==> src/rtl/i2c_pkg.sv <==
// Shared I2C definitions: FSM state encoding, bit counter width and bus event flags.
package i2c_pkg;

    localparam int unsigned BitCntW = 3;

    typedef enum logic [3:0] {
        StIdle     = 4'd0,
        StAddr     = 4'd1,
        StAddrAck  = 4'd2,
        StReg      = 4'd3,
        StRegAck   = 4'd4,
        StWdata    = 4'd5,
        StWdataAck = 4'd6,
        StRdata    = 4'd7,
        StRdataAck = 4'd8,
        StIgnore   = 4'd9
    } state_e;

    typedef struct packed {
        logic start;
        logic stop;
        logic scl_rise;
        logic scl_fall;
    } bus_ev_t;

    // START/STOP are SDA transitions while SCL is high.
    function automatic bus_ev_t decode_ev(input logic scl_lvl, input logic scl_rise,
                                          input logic scl_fall, input logic sda_rise,
                                          input logic sda_fall);
        bus_ev_t ev;
        ev.start    = sda_fall & scl_lvl;
        ev.stop     = sda_rise & scl_lvl;
        ev.scl_rise = scl_rise;
        ev.scl_fall = scl_fall;
        return ev;
    endfunction

endpackage

==> src/rtl/i2c_slave_target_if.sv <==
// Bus/application signal bundle for the I2C target.
interface i2c_slave_target_if;

    logic       scl;
    logic       sda;
    logic       sda_oe;
    logic       wr_strobe;
    logic [7:0] wr_addr;
    logic [7:0] wr_data;
    logic [7:0] rd_addr;
    logic [7:0] rd_data;
    logic       busy;

    modport slave (
        input  scl, sda, rd_data,
        output sda_oe, wr_strobe, wr_addr, wr_data, rd_addr, busy
    );

    modport master (
        output scl, sda, rd_data,
        input  sda_oe, wr_strobe, wr_addr, wr_data, rd_addr, busy
    );

endinterface

==> src/rtl/i2c_line_sync.sv <==
// Two-flop synchroniser plus history flop for one open-drain line, with edge flags.
module i2c_line_sync (
    input  logic clk_i,
    input  logic rst_ni,
    input  logic line_i,
    output logic level_o,
    output logic rise_o,
    output logic fall_o
);

    logic meta_q, sync_q, hist_q;

    // Flops reset to 1 so an idle bus produces no edges after reset.
    always_ff @(posedge clk_i or negedge rst_ni) begin
        if (!rst_ni) begin
            meta_q <= 1'b1;
            sync_q <= 1'b1;
            hist_q <= 1'b1;
        end else begin
            meta_q <= line_i;
            sync_q <= meta_q;
            hist_q <= sync_q;
        end
    end

    assign level_o = sync_q;
    assign rise_o  = sync_q & ~hist_q;
    assign fall_o  = ~sync_q & hist_q;

endmodule

==> src/rtl/i2c_slave_target.sv <==
// I2C target: address match, register pointer, byte writes and reads via strobe interface.
module i2c_slave_target
    import i2c_pkg::*;
#(
    parameter logic [6:0] SLAVE_ADDR = 7'h5A
) (
    input  logic                 clk_i,
    input  logic                 rst_ni,
    i2c_slave_target_if.slave    bus
);

    logic scl_lvl, scl_rise, scl_fall;
    logic sda_lvl, sda_rise, sda_fall;

    i2c_line_sync u_scl_sync (
        .clk_i  (clk_i),
        .rst_ni (rst_ni),
        .line_i (bus.scl),
        .level_o(scl_lvl),
        .rise_o (scl_rise),
        .fall_o (scl_fall)
    );

    i2c_line_sync u_sda_sync (
        .clk_i  (clk_i),
        .rst_ni (rst_ni),
        .line_i (bus.sda),
        .level_o(sda_lvl),
        .rise_o (sda_rise),
        .fall_o (sda_fall)
    );

    bus_ev_t ev;
    assign ev = decode_ev(scl_lvl, scl_rise, scl_fall, sda_rise, sda_fall);

    state_e               state_q, state_d;
    logic [BitCntW-1:0]   bit_cnt_q, bit_cnt_d;
    logic [7:0]           shift_q, shift_d;
    logic [7:0]           ptr_q, ptr_d;
    logic [7:0]           wr_addr_q, wr_addr_d;
    logic [7:0]           wr_data_q, wr_data_d;
    logic                 rw_q, rw_d;
    logic                 ack_ph_q, ack_ph_d;   // 0: waiting for first fall, 1: ACK/load pending
    logic                 sda_oe_q, sda_oe_d;
    logic                 wr_strobe_q, wr_strobe_d;
    logic                 busy_q, busy_d;
    logic [7:0]           shift_in;

    assign shift_in = {shift_q[6:0], sda_lvl};

    // State and datapath registers.
    always_ff @(posedge clk_i or negedge rst_ni) begin
        if (!rst_ni) begin
            state_q     <= StIdle;
            bit_cnt_q   <= '0;
            shift_q     <= '0;
            ptr_q       <= '0;
            wr_addr_q   <= '0;
            wr_data_q   <= '0;
            rw_q        <= 1'b0;
            ack_ph_q    <= 1'b0;
            sda_oe_q    <= 1'b0;
            wr_strobe_q <= 1'b0;
            busy_q      <= 1'b0;
        end else begin
            state_q     <= state_d;
            bit_cnt_q   <= bit_cnt_d;
            shift_q     <= shift_d;
            ptr_q       <= ptr_d;
            wr_addr_q   <= wr_addr_d;
            wr_data_q   <= wr_data_d;
            rw_q        <= rw_d;
            ack_ph_q    <= ack_ph_d;
            sda_oe_q    <= sda_oe_d;
            wr_strobe_q <= wr_strobe_d;
            busy_q      <= busy_d;
        end
    end

    // Next-state logic; START/STOP override any bit processing.
    always_comb begin
        state_d     = state_q;
        bit_cnt_d   = bit_cnt_q;
        shift_d     = shift_q;
        ptr_d       = ptr_q;
        wr_addr_d   = wr_addr_q;
        wr_data_d   = wr_data_q;
        rw_d        = rw_q;
        ack_ph_d    = ack_ph_q;
        sda_oe_d    = sda_oe_q;
        wr_strobe_d = 1'b0;
        busy_d      = busy_q;

        if (ev.stop) begin
            state_d  = StIdle;
            sda_oe_d = 1'b0;
            busy_d   = 1'b0;
        end else if (ev.start) begin
            state_d   = StAddr;
            bit_cnt_d = '0;
            sda_oe_d  = 1'b0;
            busy_d    = 1'b1;
        end else begin
            unique case (state_q)
                StAddr, StReg, StWdata: begin
                    if (ev.scl_rise) begin
                        shift_d   = shift_in;
                        bit_cnt_d = bit_cnt_q + 1'b1;
                        if (bit_cnt_q == '1) begin
                            ack_ph_d = 1'b0;
                            if (state_q == StAddr) begin
                                rw_d    = shift_in[0];
                                state_d = (shift_in[7:1] == SLAVE_ADDR) ? StAddrAck : StIgnore;
                            end else if (state_q == StReg) begin
                                ptr_d   = shift_in;
                                state_d = StRegAck;
                            end else begin
                                wr_strobe_d = 1'b1;
                                wr_addr_d   = ptr_q;
                                wr_data_d   = shift_in;
                                state_d     = StWdataAck;
                            end
                        end
                    end
                end
                StAddrAck, StRegAck, StWdataAck: begin
                    if (ev.scl_fall) begin
                        if (!ack_ph_q) begin
                            sda_oe_d = 1'b1;
                            ack_ph_d = 1'b1;
                        end else begin
                            bit_cnt_d = '0;
                            sda_oe_d  = 1'b0;
                            if (state_q == StAddrAck && rw_q) begin
                                shift_d  = bus.rd_data;
                                sda_oe_d = ~bus.rd_data[7];
                                state_d  = StRdata;
                            end else if (state_q == StAddrAck) begin
                                state_d = StReg;
                            end else begin
                                if (state_q == StWdataAck) ptr_d = ptr_q + 8'd1;
                                state_d = StWdata;
                            end
                        end
                    end
                end
                StRdata: begin
                    if (ev.scl_fall) begin
                        bit_cnt_d = bit_cnt_q + 1'b1;
                        if (bit_cnt_q == '1) begin
                            sda_oe_d = 1'b0;
                            ack_ph_d = 1'b0;
                            state_d  = StRdataAck;
                        end else begin
                            shift_d  = {shift_q[6:0], 1'b0};
                            sda_oe_d = ~shift_q[6];
                        end
                    end
                end
                StRdataAck: begin
                    // Pointer moves on the ACK rise so rd_addr settles before the load fall.
                    if (ev.scl_rise && !ack_ph_q) begin
                        if (sda_lvl) begin
                            state_d = StIgnore;
                        end else begin
                            ptr_d    = ptr_q + 8'd1;
                            ack_ph_d = 1'b1;
                        end
                    end else if (ev.scl_fall && ack_ph_q) begin
                        shift_d   = bus.rd_data;
                        sda_oe_d  = ~bus.rd_data[7];
                        bit_cnt_d = '0;
                        state_d   = StRdata;
                    end
                end
                StIgnore: sda_oe_d = 1'b0;
                default: ;
            endcase
        end
    end

    assign bus.sda_oe    = sda_oe_q;
    assign bus.wr_strobe = wr_strobe_q;
    assign bus.wr_addr   = wr_addr_q;
    assign bus.wr_data   = wr_data_q;
    assign bus.rd_addr   = ptr_q;
    assign bus.busy      = busy_q;

endmodule

==> src/flat_wrapper.sv <==
// flat-port wrapper written by rule: the top's interface ports become plain ports
module i2c_slave_target_flat import i2c_pkg::*;
#(
    parameter logic [6:0] SLAVE_ADDR = 7'h5A
)
  (clk_i, rst_ni, bus_scl, bus_sda, bus_rd_data, bus_sda_oe, bus_wr_strobe, bus_wr_addr, bus_wr_data, bus_rd_addr, bus_busy);
  i2c_slave_target_if bus_i ();
  input  logic clk_i;
  input  logic rst_ni;
  input wire logic [$bits(bus_i.scl)-1:0] bus_scl;
  input wire logic [$bits(bus_i.sda)-1:0] bus_sda;
  input wire logic [$bits(bus_i.rd_data)-1:0] bus_rd_data;
  output wire logic [$bits(bus_i.sda_oe)-1:0] bus_sda_oe;
  output wire logic [$bits(bus_i.wr_strobe)-1:0] bus_wr_strobe;
  output wire logic [$bits(bus_i.wr_addr)-1:0] bus_wr_addr;
  output wire logic [$bits(bus_i.wr_data)-1:0] bus_wr_data;
  output wire logic [$bits(bus_i.rd_addr)-1:0] bus_rd_addr;
  output wire logic [$bits(bus_i.busy)-1:0] bus_busy;
  assign bus_i.scl = bus_scl;
  assign bus_i.sda = bus_sda;
  assign bus_i.rd_data = bus_rd_data;
  assign bus_sda_oe = bus_i.sda_oe;
  assign bus_wr_strobe = bus_i.wr_strobe;
  assign bus_wr_addr = bus_i.wr_addr;
  assign bus_wr_data = bus_i.wr_data;
  assign bus_rd_addr = bus_i.rd_addr;
  assign bus_busy = bus_i.busy;
  i2c_slave_target #(.SLAVE_ADDR(SLAVE_ADDR)) u_core (.clk_i(clk_i), .rst_ni(rst_ni), .bus(bus_i));
endmodule
==> config.mk <==
export PLATFORM = sky130hd
export DESIGN_NAME = i2c_slave_target_flat
export DESIGN_NICKNAME = d
export VERILOG_FILES = /design/src/rtl/i2c_pkg.sv /design/src/rtl/i2c_slave_target_if.sv /design/src/rtl/i2c_line_sync.sv /design/src/rtl/i2c_slave_target.sv /design/src/flat_wrapper.sv
export SDC_FILE = /design/constraint.sdc
export NUM_CORES = 1
export LEC_CHECK = 0
export BUFFER_PORTS_ARGS = -buffer_cell sky130_fd_sc_hd__buf_2
export CAP_MARGIN = 10
export CELL_PAD_IN_SITES_DETAIL_PLACEMENT = 1
export CELL_PAD_IN_SITES_GLOBAL_PLACEMENT = 2
export CORE_MARGIN = 5
export CORE_UTILIZATION = 40
export CTS_BUF_LIST = sky130_fd_sc_hd__clkbuf_8
export DETAILED_ROUTE_END_ITERATION = 8
export PLACE_DENSITY_LB_ADDON = 0.1
export SLEW_MARGIN = 15
export SYNTH_ARGS = -nofsm -noshare
export SYNTH_HDL_FRONTEND = slang
export SYNTH_SLANG_ARGS = --single-unit
==> constraint.sdc <==
create_clock -name clk_i -period 6.3 [get_ports clk_i]
set_clock_uncertainty 0.15 [all_clocks]
set_input_delay 0.63 -clock clk_i [delete_from_list [all_inputs] [get_ports clk_i]]
set_output_delay 0.63 -clock clk_i [all_outputs]
set_load 0.005 [all_outputs]
# [Word level (Yosys, flattened, before mapping)]
# Index checks and enable logic that the tools add are counted.
[op_classes] n_addsub=2 n_eq_ne=43 n_mux=72 bitwise=16 n_reduce_logical=20
[op_table] op="$mux W8" n=11
[op_table] op="$mux W4" n=14
[op_table] op="$mux W7" n=8
[op_table] op="$ne A4 B1 Y1 const B" n=7
[op_table] op="$pmux W7 S4" n=1
[op_table] op="$mux W1" n=24
[op_table] op="$mux W3" n=8
[op_table] op="$pmux W8 S3" n=1
[op_table] op="$ne A2 B1 Y1 const B" n=10
[op_table] op="$eq A4 B3 Y1 const B" n=4
[op_table] op="$pmux W4 S4" n=1
[op_table] op="$reduce_and A8 Y1" n=2
[op_table] op="$ne A3 B1 Y1 const B" n=5
[op_table] op="$reduce_and A14 Y1" n=1
[op_table] op="$ne A2 B2 Y1 const B" n=6
[op_table] op="$pmux W3 S4" n=1
[op_table] op="$reduce_bool A6 Y1" n=2
[op_table] op="$reduce_and A11 Y1" n=1
[op_table] op="$not A1 Y1" n=10
[op_table] op="$reduce_and A9 Y1" n=1
[op_table] op="$add A8 B1 Y8 const B" n=1
[op_table] op="$eq A4 B2 Y1 const B" n=2
[op_table] op="$eq A4 B4 Y1 const B" n=2
[op_table] op="$pmux W1 S4" n=2
[op_table] op="other kinds (20)" n=28
[totals] reg_bits=49 input_bits=12 output_inout_bits=27 word_cells=170

# [Logic depth before layout (Yosys ltp)]
[logic_depth] depth_word=8 mapped_depth=9 ltp_nobuf=7

# [Modules after synthesis]
# Synthesis repeated with hierarchy kept, for this count alone.
[unflattened] cells_unflattened=270 area_unflattened_um2=2732.6
[modules_own_cells] mod="i2c_slave_target" n_inst=1 cells_per_inst=260 area_per_inst_um2=2544.9 seq_area_each_um2=1076.0
[modules_own_cells] mod="i2c_line_sync" n_inst=2 cells_per_inst=5 area_per_inst_um2=93.8 seq_area_each_um2=78.8

# [Worst setup path before layout]
# Ideal clock, no wire load.
[synth_path] path_kind="flip-flop to flip-flop" start="reg u_core.state_q[2]" end="reg u_core.shift_q[0]" setup_ns=0.125 t_arrival_ns=1.902 t_required_ns=6.025 slack_ns=4.123 path_stages_with_launch=8 n_path_buf=2 period_less_slack_ns=2.177 path_cell_list="dfrtp_1 -> buf_6 -> or2_1 -> buf_6 -> a21oi_1 -> nor2_1 -> a2111oi_4 -> mux2_2"
[synth_via] elab_chain_cells=4 elab_cells_between_ends=22 classes_between="eq/ne (16); mux (1); reduce/logical (5)"
[synth_lines] element="start, declared" line="i2c_slave_target.sv:36" source="state_e state_q, state_d;"
[synth_lines] element="start signal, assigned" line="i2c_slave_target.sv:54" source="state_q <= StIdle;"
[synth_lines] element="start signal, assigned" line="i2c_slave_target.sv:66" source="state_q <= state_d;"
[synth_lines] element="$eq A4 B3 Y1, or another cell as far along" line="i2c_slave_target.sv:104" source="unique case (state_q)"
[synth_lines] element="$reduce_or A3 Y1 / $logic_and A1 B1 Y1 (equally long branches)" line="i2c_slave_target.sv:104, i2c_slave_target.sv:134"
[synth_lines] element="$ne A2 B1 Y1 (no source line) / $reduce_bool A4 Y1 (equally long branches)"
[synth_lines] element="$reduce_and A11 Y1 (no source line)"
[synth_lines] element="end signal, assigned" line="i2c_slave_target.sv:68" source="shift_q <= shift_d;"
[synth_lines] element="end, declared" line="i2c_slave_target.sv:38" source="logic [7:0] shift_q, shift_d;"
# Several ways; a longest one is shown, not always the timed one.
# A chain may end at the register's enable or synchronous reset.

# [Worst setup path in the final report]
# Same ends and word-level chain as after synthesis.

==> results.sh <==
export IMPL_synth_largest_area_cell="dfrtp_1"
export IMPL_clockPowerShare=0.179
export IMPL_grt_use_total=0.1749
export IMPL_viasPerCell=5.733
export IMPL_dieArea_sq_mm=0.008381
export IMPL_fmax_mhz=361.8
export IMPL_yosysWarningCount=0
export IMPL_postRouteAntennaNets=0
export IMPL_ir_worst_vdd_v=0.0001388
export IMPL_grt_pass1_vias=2270
export IMPL_cts_resized=0
export IMPL_cts_htree_levels=2
export IMPL_worst_setup_path_start_kind="flip-flop"
export IMPL_grt_overflow=0
export IMPL_ys_top_cells_by_count="43 x dfrtp_1, 40 x nand2_1, 24 x mux2_2"
export IMPL_final_setup_viol_count=0
export IMPL_cts_buffers=5
export IMPL_n_antenna_cell=0
export IMPL_swShare=0.4256
export IMPL_antenna_found_initial=0
export IMPL_crit_fanout=17
export IMPL_cp_end_kind="flip-flop"
export IMPL_arrival_ns=2.80
export IMPL_finalHoldViolations=0
export IMPL_min_path_type="reg2reg"
export IMPL_min_from="u_core.u_sda_sync.meta_q"
export IMPL_seq_power_share=0.405
export IMPL_synth_seq_area_share=0.4638
export IMPL_path_cells="nor2_2, and2_1, o21ai_0, o21ai_1, a2111oi_4, mux2_2"
export IMPL_r2r_start="u_core.state_q[2]"
export IMPL_max_cap_violations=0
export IMPL_leakage_nw=1.377
export IMPL_switchingPower_mw=0.5688
export IMPL_critical_path_reg2reg_endpoint="u_core.shift_q[0]"
export IMPL_wl_mm=7.038
export IMPL_synth_main_ff_cell="dfrtp_1"
export IMPL_ctsRootBufferMaster="clkbuf_8"
export IMPL_grt_max_degree=50
export IMPL_synth_most_common_cell="dfrtp_1"
export IMPL_dr_first_iter_drc_count=100
export IMPL_slew_headroom=0.2538
export IMPL_path_class="reg2reg"
export IMPL_clock_tree_buffer_depth=2
export IMPL_num_vias=2144
export IMPL_r2r_cells=6
export IMPL_synth_edf_count=0
export IMPL_hold_slack_ns=0.2127
export IMPL_io_buffers=38
export IMPL_clock_sinks=49
export IMPL_async_reset_ff_frac=1.000
export IMPL_post_synth_num_cell_types=58
export IMPL_postCtsSetupBuffers=0
export IMPL_core_area_sq_mm=0.006422
export IMPL_dp_hpwl_mm=4.970
export IMPL_drt_first_pass_iters=4
export IMPL_hold_path_endpoint="u_core.u_sda_sync.level_o"
export IMPL_p_comb_frac=0.417
export IMPL_chipWidth_microns=91.55
export IMPL_layout_drive_gt1_share=0.2862
export IMPL_ys_seq_elements=49
export IMPL_routedWlPerCell_microns=18.82
export IMPL_initial_core_util=0.4142
export IMPL_p_int_mw=0.7676
export IMPL_cts_tree="yes"
export IMPL_area_delta_synth_final_pct=12.18
export IMPL_grt_pass1_wl_mm=11.84
export IMPL_worst_pin_slew_ns=1.119
export IMPL_cp_slowest_stage_delay_ns=0.74
export IMPL_worstSkewPairLatency_ns=0.30
export IMPL_power_density_mw_per_mm2=447.8
export IMPL_required_ns=6.34
export IMPL_syn_inst=265
export IMPL_setup_tns_ns=0
export IMPL_postCtsHoldBufs=0
export IMPL_row_count=29
export IMPL_status="complete, no violations"
export IMPL_layout_min_cycle_time_ns=2.764
export IMPL_die_y_microns=91.55
export IMPL_finalMaxSlewViolations=0
export IMPL_syn_avg_cell_area_sq_um=10.04
export IMPL_nets=311
export IMPL_synth_nets=280
export IMPL_synth_area_sq_mm=0.002660
export IMPL_yosysTopAreaCellShare=0.4045
export IMPL_post_route_period_util=0.4387
export IMPL_route_detailed_drc=0
export IMPL_path_clk_slew_ns=0.09
export IMPL_place_congestion=0.9140
export IMPL_min_path_cells=0
export IMPL_synth_area_leaders="dfrtp_1 40%, mux2_2 10%, dfstp_2 5.9%"
export IMPL_rsz0062_at_grt="false"
export IMPL_slowest_stage="dfrtp_1"
export IMPL_pin_count=39
export IMPL_r2r_setup_slack_ns=3.54
worst max-delay path by stage:
stage | depth (start not counted) | from | endpoint | slack [ns]
CTS | 6 | u_core.state_q[2] | u_core.shift_q[0] | 3.54
global route | 6 | u_core.state_q[2] | u_core.shift_q[0] | 3.38
global placement | 5 | u_core.state_q[2] | u_core.shift_q[0] | 3.58
floorplan | 7 | u_core.state_q[2] | u_core.shift_q[0] | 4.12
detailed placement | 6 | u_core.state_q[2] | u_core.shift_q[5] | 3.57
finish | 6 | u_core.state_q[2] | u_core.shift_q[0] | 3.54
cell type report:
cell class	count	area [sq um]
fill	756	3438
multi-input combinational	196	1314
sequential	49	1234
timing repair buffer	40	205.2
tap	77	96.34
clock buffer	6	82.58
clock inverter	2	37.54
inverter	4	15.01
critical path, delay by kind of cell, from the launching register on:
kind            cells  cell delay, ns
flops               1            0.74
mux                 1            0.41
compound gates      3            0.98
simple gates        2            0.38
flip-flops by register name, indices dropped and copies added, names as in the netlist:
signal / flops
u_core.bus.wr_addr: 8
u_core.bus.wr_data: 8
u_core.bus.sda_oe: 1
u_core.u_sda_sync.hist_q: 1
u_core.bus.wr_strobe: 1
u_core.u_sda_sync.level_o: 1
u_core.u_scl_sync.hist_q: 1
u_core.rw_q: 1
u_core.ack_ph_q: 1
u_core.bus.rd_addr: 8
u_core.u_scl_sync.level_o: 1
u_core.bit_cnt_q: 3
u_core.u_scl_sync.meta_q: 1
u_core.shift_q: 7
u_core.state_q: 4
u_core.bus.busy: 1
u_core.u_sda_sync.meta_q: 1
layer usage:
metal	up-vias	track usage	routed length, microns
met5	-	0	0
met4	0	0.05151	138
met3	9	0.02562	203
met1	1064	0.2395	3233
li1	1023	-	-
met2	48	0.2867	3462
placed cells by master, fill, tap and decap left out, types with 3 or more instances in the layout:
master / count
dfrtp_1: 43
nand2_1: 40
buf_2: 38
mux2_2: 24
a21oi_1: 20
nor2_1: 14
nand3_1: 12
o21ai_0: 11
a22o_1: 6
clkbuf_8: 6
dfstp_2: 6
nand2b_1: 5
nor2b_1: 4
inv_1: 4
a31oi_1: 3
and3_1: 3
ha_1: 3
metrics by stage:
step,std cells,cell area [sq um],setup slack [ns],power [mW],util
after floorplan,265,2660,4.123,0.9531,-
after global placement,366,2864,3.583,1.097,0.4459
after detailed placement,366,2864,3.567,1.104,0.4459
after CTS,374,2984,3.540,1.348,0.4646
after global routing,374,2984,3.376,1.446,0.4646
final,374,2984,3.536,1.336,0.4646
cells by family (layout without fill, tap and decap cells):
kind of cell / count (synthesis) / after routing / synth area share
AO/OA/AOI/OAI: 68 / 68 / 0.1787
AND/OR/NAND/NOR: 97 / 97 / 0.1849
XOR/XNOR: 1 / 1 / 0.003293
adder cells (fa/ha/maj): 4 / 4 / 0.01788
buffers and inverters: 20 / 52 / 0.04233
flip-flops: 49 / 49 / 0.4638
multiplexers: 26 / 26 / 0.1091
power groups by stage:
| stage | Clock (mW) | Combinational (mW) | Sequential (mW) |
|---|---|---|---|
| 3_3_place_gp | 0 | 0.550 | 0.547 |
| 5_1_grt | 0.260 | 0.626 | 0.560 |
| 6_report | 0.239 | 0.557 | 0.541 |
| 4_1_cts | 0.246 | 0.561 | 0.541 |
| 2_1_floorplan | 0 | 0.488 | 0.465 |
| 3_5_place_dp | 0 | 0.557 | 0.547 |
Note: power is estimated with default switching activity, not from simulation.
